**config.mk**
```make
export PLATFORM = sky130hd
export DESIGN_NAME = fifo_wr_arb_flat
export DESIGN_NICKNAME = d
export VERILOG_FILES = /design/src/rtl/fifo_wr_arb_if.sv /design/src/rtl/fifo_wr_arb.sv /design/src/flat_wrapper.sv
export SDC_FILE = /design/constraint.sdc
export NUM_CORES = 1
export LEC_CHECK = 0
export CAP_MARGIN = 30
export CORE_AREA = 2 2 78 43
export CTS_BUF_LIST = sky130_fd_sc_hd__clkbuf_4 sky130_fd_sc_hd__clkbuf_8
export DETAILED_ROUTE_END_ITERATION = 8
export DIE_AREA = 0 0 80 45
export DONT_BUFFER_PORTS = 1
export PLACE_DENSITY = 0.79
export SETUP_SLACK_MARGIN = 0.15
export SYNTH_ARGS = -nofsm -noshare
export SYNTH_HDL_FRONTEND = slang
export SYNTH_SLANG_ARGS = --single-unit
```
**constraint.sdc**
```tcl
create_clock -name clk -period 4.4 [get_ports clk]
set_input_delay 0.44 -clock clk [delete_from_list [all_inputs] [get_ports clk]]
set_output_delay 0.44 -clock clk [all_outputs]
set_load 0.005 [all_outputs]
```
**src/rtl/fifo_wr_arb_if.sv**
```systemverilog
// Bundle of producer requests, the FIFO write port and the FIFO flags
// shared between the write arbiter and the blocks around it.
interface fifo_wr_arb_if #(
    parameter int DATA_W  = 8,
    parameter int NUM_REQ = 4
);
    logic [NUM_REQ-1:0]        req;
    logic [NUM_REQ*DATA_W-1:0] req_data;
    logic [NUM_REQ-1:0]        gnt;
    logic                      wr_en;
    logic [DATA_W-1:0]         wr_data;
    logic                      fifo_full;
    logic                      fifo_alm_full;
    logic                      busy;

    // Arbiter side: drives grants and the FIFO write port.
    modport master (
        input  req, req_data, fifo_full, fifo_alm_full,
        output gnt, wr_en, wr_data, busy
    );

    // Producer / FIFO side.
    modport slave (
        output req, req_data, fifo_full, fifo_alm_full,
        input  gnt, wr_en, wr_data, busy
    );
endinterface

```
**src/rtl/fifo_wr_arb.sv**
```systemverilog
// Round-robin arbiter that shares one FIFO write port among NUM_REQ
// producers. A granted producer may keep the port for up to MAX_BURST
// consecutive writes. Writes are throttled on the FIFO full and
// almost-full flags so the FIFO can never overflow.
module fifo_wr_arb #(
    parameter int DATA_W    = 8,
    parameter int NUM_REQ   = 4,
    parameter int MAX_BURST = 4
) (
    input  logic          clk,
    input  logic          rstn,
    fifo_wr_arb_if.master bus
);

    localparam int PTR_W = (NUM_REQ > 1) ? $clog2(NUM_REQ) : 1;
    localparam int CNT_W = (MAX_BURST > 0) ? $clog2(MAX_BURST + 1) : 1;

    typedef enum logic {
        IDLE,
        BURST
    } state_t;

    state_t             state, state_n;
    logic [PTR_W-1:0]   ptr, ptr_n;
    logic [PTR_W-1:0]   owner, owner_n;
    logic [CNT_W-1:0]   cnt, cnt_n;
    logic [NUM_REQ-1:0] gnt_q, gnt_n;
    logic               wr_en_q, wr_en_n;
    logic [DATA_W-1:0]  wr_data_q, wr_data_n;
    logic               can_wr;
    logic               do_grant;
    logic               new_grant;
    logic [PTR_W-1:0]   sel;

    // Cyclic successor of a requester index.
    function automatic logic [PTR_W-1:0] next_idx(input logic [PTR_W-1:0] i);
        if (i == PTR_W'(NUM_REQ - 1)) begin
            return '0;
        end
        return i + PTR_W'(1);
    endfunction

    // First active requester at or after start, searching cyclically.
    function automatic logic [PTR_W-1:0] pick(input logic [NUM_REQ-1:0] r,
                                              input logic [PTR_W-1:0]   start);
        logic [PTR_W-1:0] idx;
        logic [PTR_W-1:0] res;
        logic             found;
        idx   = start;
        res   = start;
        found = 1'b0;
        for (int i = 0; i < NUM_REQ; i++) begin
            if (!found && r[idx]) begin
                res   = idx;
                found = 1'b1;
            end
            idx = next_idx(idx);
        end
        return res;
    endfunction

    // With almost-full set, only issue if no write is still in flight, so
    // the full flag is always re-sampled after the previous write lands.
    assign can_wr = !bus.fifo_full && (!bus.fifo_alm_full || !wr_en_q);

    // Next-state, grant selection and write-port outputs.
    always_comb begin
        state_n   = state;
        ptr_n     = ptr;
        owner_n   = owner;
        cnt_n     = cnt;
        gnt_n     = '0;
        wr_en_n   = 1'b0;
        wr_data_n = wr_data_q;
        do_grant  = 1'b0;
        new_grant = 1'b0;
        sel       = owner;

        case (state)
            IDLE: begin
                if (can_wr && (|bus.req)) begin
                    sel       = pick(bus.req, ptr);
                    do_grant  = 1'b1;
                    new_grant = 1'b1;
                end
            end
            BURST: begin
                if (can_wr && bus.req[owner] && (cnt < CNT_W'(MAX_BURST))) begin
                    sel      = owner;
                    do_grant = 1'b1;
                    cnt_n    = cnt + CNT_W'(1);
                end else if (!bus.req[owner] || (cnt == CNT_W'(MAX_BURST))) begin
                    ptr_n   = next_idx(owner);
                    state_n = IDLE;
                    if (can_wr && (|bus.req)) begin
                        sel       = pick(bus.req, next_idx(owner));
                        do_grant  = 1'b1;
                        new_grant = 1'b1;
                    end
                end
            end
            default: state_n = IDLE;
        endcase

        if (new_grant) begin
            owner_n = sel;
            cnt_n   = CNT_W'(1);
            if (MAX_BURST > 1) begin
                state_n = BURST;
            end else begin
                state_n = IDLE;
                ptr_n   = next_idx(sel);
            end
        end

        if (do_grant) begin
            gnt_n     = NUM_REQ'(1) << sel;
            wr_en_n   = 1'b1;
            wr_data_n = bus.req_data[sel*DATA_W +: DATA_W];
        end
    end

    // State, arbitration bookkeeping and registered write-port outputs.
    always_ff @(posedge clk or negedge rstn) begin
        if (!rstn) begin
            state     <= IDLE;
            ptr       <= '0;
            owner     <= '0;
            cnt       <= '0;
            gnt_q     <= '0;
            wr_en_q   <= 1'b0;
            wr_data_q <= '0;
        end else begin
            state     <= state_n;
            ptr       <= ptr_n;
            owner     <= owner_n;
            cnt       <= cnt_n;
            gnt_q     <= gnt_n;
            wr_en_q   <= wr_en_n;
            wr_data_q <= wr_data_n;
        end
    end

    assign bus.gnt     = gnt_q;
    assign bus.wr_en   = wr_en_q;
    assign bus.wr_data = wr_data_q;
    assign bus.busy    = (state == BURST);

endmodule

```
**src/flat_wrapper.sv**
```systemverilog
// flat-port wrapper written by rule: the top's interface ports become plain ports
module fifo_wr_arb_flat 
#(
    parameter int DATA_W    = 8,
    parameter int NUM_REQ   = 4,
    parameter int MAX_BURST = 4
)
  (clk, rstn, bus_req, bus_req_data, bus_fifo_full, bus_fifo_alm_full, bus_gnt, bus_wr_en, bus_wr_data, bus_busy);
  fifo_wr_arb_if #(.DATA_W(DATA_W), .NUM_REQ(NUM_REQ)) bus_i ();
  input  logic clk;
  input  logic rstn;
  input wire logic [$bits(bus_i.req)-1:0] bus_req;
  input wire logic [$bits(bus_i.req_data)-1:0] bus_req_data;
  input wire logic [$bits(bus_i.fifo_full)-1:0] bus_fifo_full;
  input wire logic [$bits(bus_i.fifo_alm_full)-1:0] bus_fifo_alm_full;
  output wire logic [$bits(bus_i.gnt)-1:0] bus_gnt;
  output wire logic [$bits(bus_i.wr_en)-1:0] bus_wr_en;
  output wire logic [$bits(bus_i.wr_data)-1:0] bus_wr_data;
  output wire logic [$bits(bus_i.busy)-1:0] bus_busy;
  assign bus_i.req = bus_req;
  assign bus_i.req_data = bus_req_data;
  assign bus_i.fifo_full = bus_fifo_full;
  assign bus_i.fifo_alm_full = bus_fifo_alm_full;
  assign bus_gnt = bus_i.gnt;
  assign bus_wr_en = bus_i.wr_en;
  assign bus_wr_data = bus_i.wr_data;
  assign bus_busy = bus_i.busy;
  fifo_wr_arb #(.DATA_W(DATA_W), .NUM_REQ(NUM_REQ), .MAX_BURST(MAX_BURST)) u_core (.clk(clk), .rstn(rstn), .bus(bus_i));
endmodule
```
==> metrics, run 1 <==
status=finished clean; Async SR Flop Fraction=100%; CTS tree=built; synthesized flop and latch total=21; global-route wire length before repair=a little over 7000 um; Setup WS post-layout=around 690 ps; Synth Cell Area=0.00182 sq mm; post-route cell area=0.00181 sq mm; minimum clock period after layout=3710 ps; Util after Layout=a little over three fifths; vias after detailed routing=1597; number of flops mapped to enable cells by yosys=0; Static Leak=0.735 nW; Synth Flop Type=dfrtp_1; total grt overflow=0; Total Die Area=0.00360 sq mm; dpl ws=774 ps; CTS clk-pin slew, worst paths=80 ps; Layout area overhead=-0.207%; Yosys warnings=0; Skew-Pair Late Insertion Delay=270 ps; number of global-route vias before repair=about 1500; Slew Limit Fails=0; synth top area cells=dfrtp_1, a211oi_1, mux2i_1, nor2_1, a21boi_0; fin crit share=84.4%; Critical Path AT=3900 ps; Worst Path Max Fanout=20; worst reg2reg startpoint=u_core.owner[0]; Yosys top cell by area=dfrtp_1; actual slew at the worst max-slew pin=about 550 ps; PortBufs=0; clock sinks=21; worst hold path type=in -> reg; Wirelength per Cell=18.3 um; hpwl dp=3240 um; flop-to-flop setup slack=around 690 ps; Post-CTS Setup Inserts=0; critical path required time=4580 ps; # IOs=54; H-tree levels=1; Syn Area/Cell=8.73 sq um; post-synth net total=252; Worst R2R End=u_core.bus.wr_data[4]; Initial DRT Pass Iterations=4; dpl cell area=about 0.0017 sq mm; clk buf depth=2; # rows=14; crit-path most repeated cell=a211oi_1; Die Y=between 40 and 50 um; DRT antenna net count=0; GRT Resource Usage Total=26.2%; sequential area share after synthesis=28.9%; Slew HR=63.2%; critical path class=reg -> reg; vias per cell=between 6 and 7; Unique masters post-synth=53; layout cells sized above 1=10.1%; largest net degree at the start of global routing=22; Peak VDD IR=319 uV; Fin. Hold Viols=0; pwr/cell area=817 mW/mm^2; Critical Path End=u_core.bus.wr_data[4]; Final Net Count=between 200 and 250; Setup-failing EPs final=0; diodes inserted=0; CORE AREA=0.00287 sq mm; Yosys top cell area share=28.9%; DRC violations left=0; Starting Density=63.2%; Critical Path Start=u_core.owner[0]; initial antenna violation count=0; worst clock skew=8.13 ps; Crit-path slowest cell=dfrtp_1; cell depth of the worst flop-to-flop path=9; die width=80 um; CP cell instances=ha_1 -> and3_1 -> or4_4 -> a211o_1 -> o2111a_1 -> a2111oi_4 -> and2_4 -> a211oi_1 -> a211oi_1; MaxCap Viol Count=0; unrepaired setup endpoints after global routing=false; Worst setup EP type=flop; Mapped Cells=208; final setup TNS=0 ps; Fmax=~270 MHz; Worst setup SP type=flop; routability cong.=0.875; Clock Root Buffer=clkbuf_8; Initial DRC Count=between 150 and 200; slowest stage delay, CP=between 600 and 700 ps; final wirelength=4380 um; TritonCTS buffer count=3
-- worst max-delay path, delay by kind of cell, from the launching register on --
kind | cells | cell delay [ps]
adder cells (fa/ha/maj) | 1 | 430
flip-flops | 1 | 680
AND/OR/NAND/NOR | 3 | 1050
AO/OA/AOI/OAI | 5 | 1460
-- placed cells by master (no fill, tap or decap), drive strengths merged, types with 2 or more instances in the layout --
| cell type | netlist | routed |
|---|---|---|
| a21oi | 9 | 9 |
| nor3 | 3 | 3 |
| xnor2 | 2 | 2 |
| a2111oi | 2 | 2 |
| o21ai | 6 | 6 |
| or4 | 3 | 3 |
| o221ai | 2 | 2 |
| nor2 | 23 | 23 |
| ha | 4 | 4 |
| nand3b | 4 | 4 |
| dfrtp | 21 | 21 |
| mux2i | 9 | 9 |
| mux4 | 2 | 2 |
| nand2 | 18 | 18 |
| inv | 9 | 9 |
| and2 | 6 | 6 |
| mux2 | 4 | 4 |
| nand2b | 5 | 5 |
| and3 | 5 | 5 |
| o211ai | 3 | 3 |
| a31oi | 2 | 2 |
| clkbuf | 8 | 4 |
| a211oi | 21 | 21 |
| nor4 | 2 | 2 |
| o21bai | 2 | 2 |
| o22ai | 2 | 2 |
| a21boi | 9 | 9 |
-- cells by family after synthesis --
group | after synthesis | share of synthesized area (%)
adder cells (fa/ha/maj) | 4 | 2.76
flip-flops | 21 | 28.9
XOR/XNOR | 2 | 0.965
AO/OA/AOI/OAI | 66 | 26.9
buffers and inverters | 24 | 8.89
multiplexers | 15 | 9.92
AND/OR/NAND/NOR | 76 | 21.6
-- metrics by stage --
step / total power [mW] / cells / hold WS (ps)
4_1_cts: 1.46 / 238 / 395
3_5_place_dp: 1.31 / 233 / 145
6_report: 1.48 / 239 / 397
2_1_floorplan: 1.25 / 208 / 144
3_3_place_gp: 1.28 / 233 / 145
5_1_grt: 1.61 / 239 / 419
-- worst min-delay path by stage --
stage          depth (start not counted)       startpoint                    end  slack [ps]
2_1_floorplan                          0             rstn        u_core.bus.busy         140
3_3_place_gp                           0             rstn  u_core.bus.wr_data[2]         140
3_5_place_dp                           0             rstn  u_core.bus.wr_data[1]         140
4_1_cts                                2  bus_req_data[0]  u_core.bus.wr_data[0]         400
5_1_grt                                2  bus_req_data[3]  u_core.bus.wr_data[3]         420
6_report                               2  bus_req_data[3]  u_core.bus.wr_data[3]         400
-- where the power goes --
part | switching (mW) | internal [mW]
combinational | 0.533 | 0.400
sequential | 0.122 | 0.286
clock | 0.0680 | 0.0710
total | 0.724 | 0.757
-- area by class of cell --
| cell class | count | area (sq um) |
|---|---|---|
| multi-input cells | 163 | 1130 |
| well taps | 40 | 50.0 |
| clock buffers | 4 | 48.8 |
| flip-flops and latches | 21 | 526 |
| repair buffers | 2 | 25.0 |
| fillers | 245 | 1060 |
| inverters | 9 | 33.8 |
-- metal layers --
layer	global-route usage, %	routed length [um]	vias up	part of all wire [%]
li1	-	-	759	-
met2	38.2	1920	87	44
met1	38.3	2010	747	46
met5	0	0	-	0
met3	8.80	434	4	9.9
met4	5.42	24	0	0.55
-- synth_stat cells (all sizes together), types with 5 or more instances --
master and number:
and3 5, a21oi 9, nor2 23, inv 9, and2 6, nand2b 5
o21ai 6, a211oi 21, dfrtp 21, a21boi 9, buf 7, nand2 18
mux2i 9, clkbuf 8
-- flip-flops by register name, indices dropped and copies added (netlist names) --
name                count
u_core.ptr              2
u_core.cnt              3
u_core.bus.wr_data      8
u_core.bus.wr_en        1
u_core.owner            2
u_core.bus.busy         1
u_core.bus.gnt          4
-- repair_timing --
action,4_1_cts,5_1_grt
endpoints found under the setup margin,0,0
gates resized for setup,0,0
hold endpoints to repair,21,0
hold buffers,1,0
Power figures use the tool's default switching activity.
==> inputs of run 2 (changes only) <==
- CORE_AREA: 2 2 78 43 -> 2 2 81 44
- DIE_AREA: 0 0 80 45 -> 0 0 83 46
- PLACE_DENSITY: 0.79 -> 0.77
- clock period: 4.4 -> 3.22 ns (I/O delays scaled with it)
==> metrics, run 2 (synthesis results as in run 1) <==
# rows=15 (+1); CP cell instances=ha_1 -> xnor2_1 -> o22ai_1 -> o21bai_1 -> or4_1 -> nand4_1 -> o211ai_1 -> and2_2 -> a211oi_1; number of flip-flops in the largest register=8 (unchanged); CTS clk-pin slew, worst paths=80 ps (about the same); Slew Limit Fails=0 (unchanged); commonest non-fill, non-tap cell in the layout=nor2_1; Worst R2R End=u_core.bus.wr_data[0]; Total Die Area=0.00382 sq mm (+6.1%); Starting Density=56.6% (-6.6 points); Post-CTS Setup Inserts=0 (unchanged); Critical Path End=u_core.bus.wr_data[0]; status=finished clean; diodes inserted=0 (unchanged); largest net degree at the start of global routing=22 (unchanged); HP Start=bus_req_data[7]; vias after detailed routing=1705 (+6.8%); dpl cell area=0.00182 sq mm (+4.5%); clock sinks=21 (unchanged); MaxCap Viol Count=0 (unchanged); routability cong.=0.914 (+4.5%); Initial DRC Count=263 (+36%); Crit-path slowest cell=or4_1; final instance count without filler cells=252 (+5.4%); unrepaired setup endpoints after global routing=false; final wirelength=5010 um (+14%); vias per cell=6.77 (+1.3%); global-route wire length before repair=7430 um (+3.0%); GRT Resource Usage Total=25.3% (-0.92 points); flop-to-flop setup slack=230 ps (-460 ps); worst clock skew=2.43 ps (-5.70 ps); minimum clock period after layout=2990 ps (-722 ps); die width=83 um (+3.8%); Worst Path Max Fanout=9 (-55%); most frequent cells in the layout=nor2_1, a211oi_1, dfrtp_1, nand2_1, buf_4; clk buf depth=2 (unchanged); PortBufs=0 (unchanged); fin crit share=92.9% (+8.5 points); Wirelength per Cell=19.9 um (+8.5%); Critical Path AT=3150 ps (-750 ps); actual slew at the worst max-slew pin=964 ps (+416 ps); CORE AREA=0.00321 sq mm (+12%); CTS tree=built; Peak VDD IR=544 uV (+71%); # IOs=54 (unchanged); cell depth of the worst flop-to-flop path=9 (unchanged); CP Buf/Inv Count=0 (unchanged); critical path required time=3380 ps (-1200 ps); Worst setup SP type=flop; Layout area overhead=5.24%; slowest stage delay, CP=490 ps (-190 ps); Critical Path Start=u_core.ptr[1]; worst reg2reg startpoint=u_core.ptr[1]; critical path class=reg -> reg; Crit. path cell count=9 (unchanged); worst hold path type=in -> reg; post-route cell area=0.00191 sq mm (+5.5%); layout cells sized above 1=16.7% (+6.6 points); Fmax=334 MHz (+24%); final setup TNS=0 ps (unchanged); number of global-route vias before repair=1487 (+2.3%); initial antenna violation count=0 (unchanged); Die Y=46 um (+2.2%); Skew-Pair Late Insertion Delay=260 ps (about the same); Clock Root Buffer=clkbuf_8; Fin. Hold Viols=0 (unchanged); Final Net Count=255 (+4.5%); smallest hold slack=281 ps (-116 ps); Static Leak=0.783 nW (+6.6%); # fillers=280 (+14%); Total Power=2.27 mW (+54%); H-tree levels=1 (unchanged); TritonCTS buffer count=3 (unchanged); Initial DRT Pass Iterations=5 (+1); DRT antenna net count=0 (unchanged); Worst setup EP type=flop; Crit path max-delay family=simple AND/OR/NAND/NOR gates; Placed Instances=245 (+5.2%); DRC violations left=0 (unchanged); hpwl dp=3630 um (+12%); total grt overflow=0 (unchanged); Setup-failing EPs final=0 (unchanged); pwr/cell area=1190 mW/mm^2 (+46%); Slew HR=35.5% (-28 points)
[run 2: cell types whose count changed in the layout (fill, tap and decap cells not counted), sizes merged]
cell	change
buf	+9
and2	+2
[run 2: worst reg2reg max path, stage by stage (launching register included)]
cell,delay [ps]
dfrtp_1,440
ha_1,400
xnor2_1,280
o22ai_1,160
o21bai_1,230
or4_1,490
nand4_1,160
o211ai_1,150
and2_2,310
a211oi_1,280
[run 2: cell type report]
class                           instances  area, sq um  share of cell area, %
Multi-Input combinational cell        165         1160                   60.9
Sequential cell                        21          527                   27.6
Timing Repair Buffer                   11         85.1                   4.45
Tap cell                               42         52.6                   2.75
Clock buffer                            4         48.8                   2.55
Inverter                                9         33.8                   1.77
[run 2: what timing repair did]
| item | CTS | global route |
|---|---|---|
| endpoints found under the hold margin | 21 | 0 |
| setup endpoints to repair | 8 | 11 |
| cloned | 2 | 0 |
| pin swaps | 1 | 2 |
| hold buffers | 1 | 0 |
| gates resized for setup | 1 | 5 |
[run 2: metrics by stage]
stage	worst slack, ps	utilization (%)
after global routing	142	59.5
final	230	59.5
after detailed placement	48.1	56.6
after global placement	253	56.6
after floorplan	243	-
after CTS	146	58.9
[run 2: layer usage]
metal | vias to the layer above | track usage, % | share of wire [%]
met2 | 103 | 37.6 | 44
li1 | 782 | - | -
met1 | 816 | 37.7 | 47
met5 | - | 0 | 0
met4 | 0 | 3.93 | 0.68
met3 | 4 | 6.70 | 8.4
[run 2: worst min path at each step]
stage | to | slack [ps] | depth (start not counted)
5_1_grt | u_core.bus.wr_data[4] | 290 | 2
3_5_place_dp | u_core.bus.gnt[0] | 30 | 0
6_report | u_core.bus.wr_data[7] | 280 | 2
2_1_floorplan | u_core.bus.busy | 30 | 0
4_1_cts | u_core.bus.wr_data[7] | 290 | 2
3_3_place_gp | u_core.bus.wr_data[4] | 30 | 0
[run 2: where the power goes]
part	total, mW	switching, mW	internal (mW)
Combinational	1.58	0.889	0.695
Clock	0.185	0.0881	0.0968
Sequential	0.504	0.111	0.393
==> inputs of run 3 (changes only) <==
- REMOVE_ABC_BUFFERS: not set -> 1
==> metrics, run 3 (synthesis results as in run 1) <==
worst hold path type=in -> reg; sw frac=47.1% (-0.75 points); die width=83 um (unchanged); critical path class=reg -> reg; Initial DRC Count=293 (+11%); Total Die Area=0.00382 sq mm (unchanged); slowest stage delay, CP=430 ps (-60 ps); Layout area overhead=6.13%; vias per cell=6.66 (-1.6%); unrepaired setup endpoints after global routing=false; Slew Limit Fails=0 (unchanged); pwr/cell area=1160 mW/mm^2 (-2.2%); worst reg2reg startpoint=u_core.owner[0]; Die Y=46 um (unchanged); TritonCTS buffer count=3 (unchanged); fin crit share=90.5% (-2.4 points); clock sinks=21 (unchanged); Critical Path AT=3040 ps (-110 ps); number of global-route vias before repair=1586 (+6.7%); number of flip-flops in the largest register=8 (unchanged); total grt overflow=0 (unchanged); multi-input combinational cell area=0.00116 sq mm (+0.11%); minimum clock period after layout=2910 ps (-76.7 ps); dpl ws=55.7 ps (+7.60 ps); Wirelength per Cell=18.6 um (-6.6%); DRT antenna net count=0 (unchanged); # fillers=260 (-7.1%); initial antenna violation count=0 (unchanged); HP Start=bus_req_data[6]; Critical Path Start=u_core.owner[0]; routability cong.=0.909 (-0.56%); Switch Pwr=1.06 mW (-2.9%); CTS tree=built; power share of the sequential group=21.9% (-0.3 points); # IOs=54 (unchanged); global-route wire length before repair=7590 um (+2.1%); diodes inserted=0 (unchanged); largest net degree at the start of global routing=22 (unchanged); smallest hold slack=289 ps (+8.43 ps); combinational share of power=70.3% (+0.6 points); Hold Path Depth=2 (unchanged); Final Net Count=256 (+0.39%); Setup-failing EPs final=0 (unchanged); CP cell instances=ha_4 -> and3_1 -> or4_4 -> a211o_1 -> o2111a_1 -> a2111oi_4 -> buf_4 -> a21boi_0 -> a211oi_1 -> a211oi_1; status=finished clean; critical path required time=3350 ps (-30 ps); Worst setup SP type=flop; Slew HR=35.9% (+0.38 points); Peak VDD IR=486 uV (-11%); commonest non-fill, non-tap cell in the layout=nor2_1; Crit-path slowest cell=dfrtp_1; Setup WS post-layout=307 ps (+76.7 ps); DRC violations left=0 (unchanged); PortBufs=0 (unchanged); Worst setup EP type=flop; Fin. Hold Viols=0 (unchanged); Worst Path Max Fanout=7 (-2); H-tree levels=1 (unchanged); clk buf depth=2 (unchanged); FF/Latch Area=526 sq um (-0.24%); Static Leak=0.793 nW (+1.2%); worst clock skew=1.16 ps (-1.28 ps); GRT Resource Usage Total=25.4% (+0.061 points); final wirelength=4700 um (-6.2%); Fmax=343 MHz (+2.6%); Pint=1.19 mW (about the same); Clock Root Buffer=clkbuf_8; hpwl dp=3400 um (-6.2%); layout cells sized above 1=17.1% (+0.39 points); cell depth of the worst flop-to-flop path=10 (+1); Clock power frac=7.9% (-0.2 points); # rows=15 (unchanged); Util after Layout=60.0% (+0.51 points); crit-path most repeated cell=a211oi_1; Skew-Pair Late Insertion Delay=260 ps (about the same); most frequent cells in the layout=nor2_1, dfrtp_1, a211oi_1, nand2_1, buf_4; MaxCap Viol Count=0 (unchanged); actual slew at the worst max-slew pin=958 ps (-5.64 ps); Total Power=2.24 mW (-1.4%); vias after detailed routing=1685 (-1.2%); CTS clk-pin slew, worst paths=80 ps (about the same); Initial DRT Pass Iterations=5 (unchanged); Starting Density=56.6% (unchanged); final setup TNS=0 ps (unchanged); CORE AREA=0.00321 sq mm (unchanged)
run 3: critical path: cells and delay by family, from the launching register on:
| kind | cells | cell delay (ps) |
|---|---|---|
| fa+ha+maj | 1 | 270 |
| compound gates | 6 | 1260 |
| buf+inv | 1 | 220 |
| flops | 1 | 430 |
| simple gates | 2 | 600 |
run 3: timing repair:
item                                   CTS  global route
gates cloned                             1             0
pin swaps                                2             2
resized for setup                        1             5
buffers inserted                         2             0
hold buffers                             1             0
endpoints found under the hold margin   21             0
setup endpoints to repair                8             9
run 3: final cells by class:
cell class	count	share of cell area (%)
Multi-Input combinational cell	164	60.5
Clock buffer	3	2.14
Tap cell	42	2.73
Clock inverter	1	0.260
Inverter	9	1.75
Timing Repair Buffer	13	5.39
Sequential cell	21	27.3
run 3: per-layer routing:
metal	track usage [%]	vias up	wire length, um
met5	0	-	0
met4	5.90	0	27
met3	5.62	8	402
met2	41.8	95	2180
met1	34.9	801	2090
li1	-	781	-
run 3: metrics by stage:
stage	cells	instance area, sq um
2_1_floorplan	193	1690
3_3_place_gp	245	1820
3_5_place_dp	245	1820
4_1_cts	253	1910
5_1_grt	253	1930
6_report	253	1930
run 3: power groups by stage:
stage / sequential [mW] / clock (mW) / combinational (mW)
after floorplan: 0.514 / 0 / 1.03
after global placement: 0.492 / 0 / 1.35
after detailed placement: 0.494 / 0 / 1.44
after CTS: 0.488 / 0.179 / 1.51
after global routing: 0.505 / 0.190 / 1.74
final: 0.491 / 0.176 / 1.57
run 3: final timing paths:
check                           slack, ps                     to
worst max-delay path                  310  u_core.bus.wr_data[1]
worst min-delay path                  290  u_core.bus.wr_data[6]
worst max register to register        310  u_core.bus.wr_data[1]
worst min register to register        560          u_core.cnt[1]
max in group asynchronous            1990          u_core.ptr[0]
min in group asynchronous             650          u_core.cnt[0]
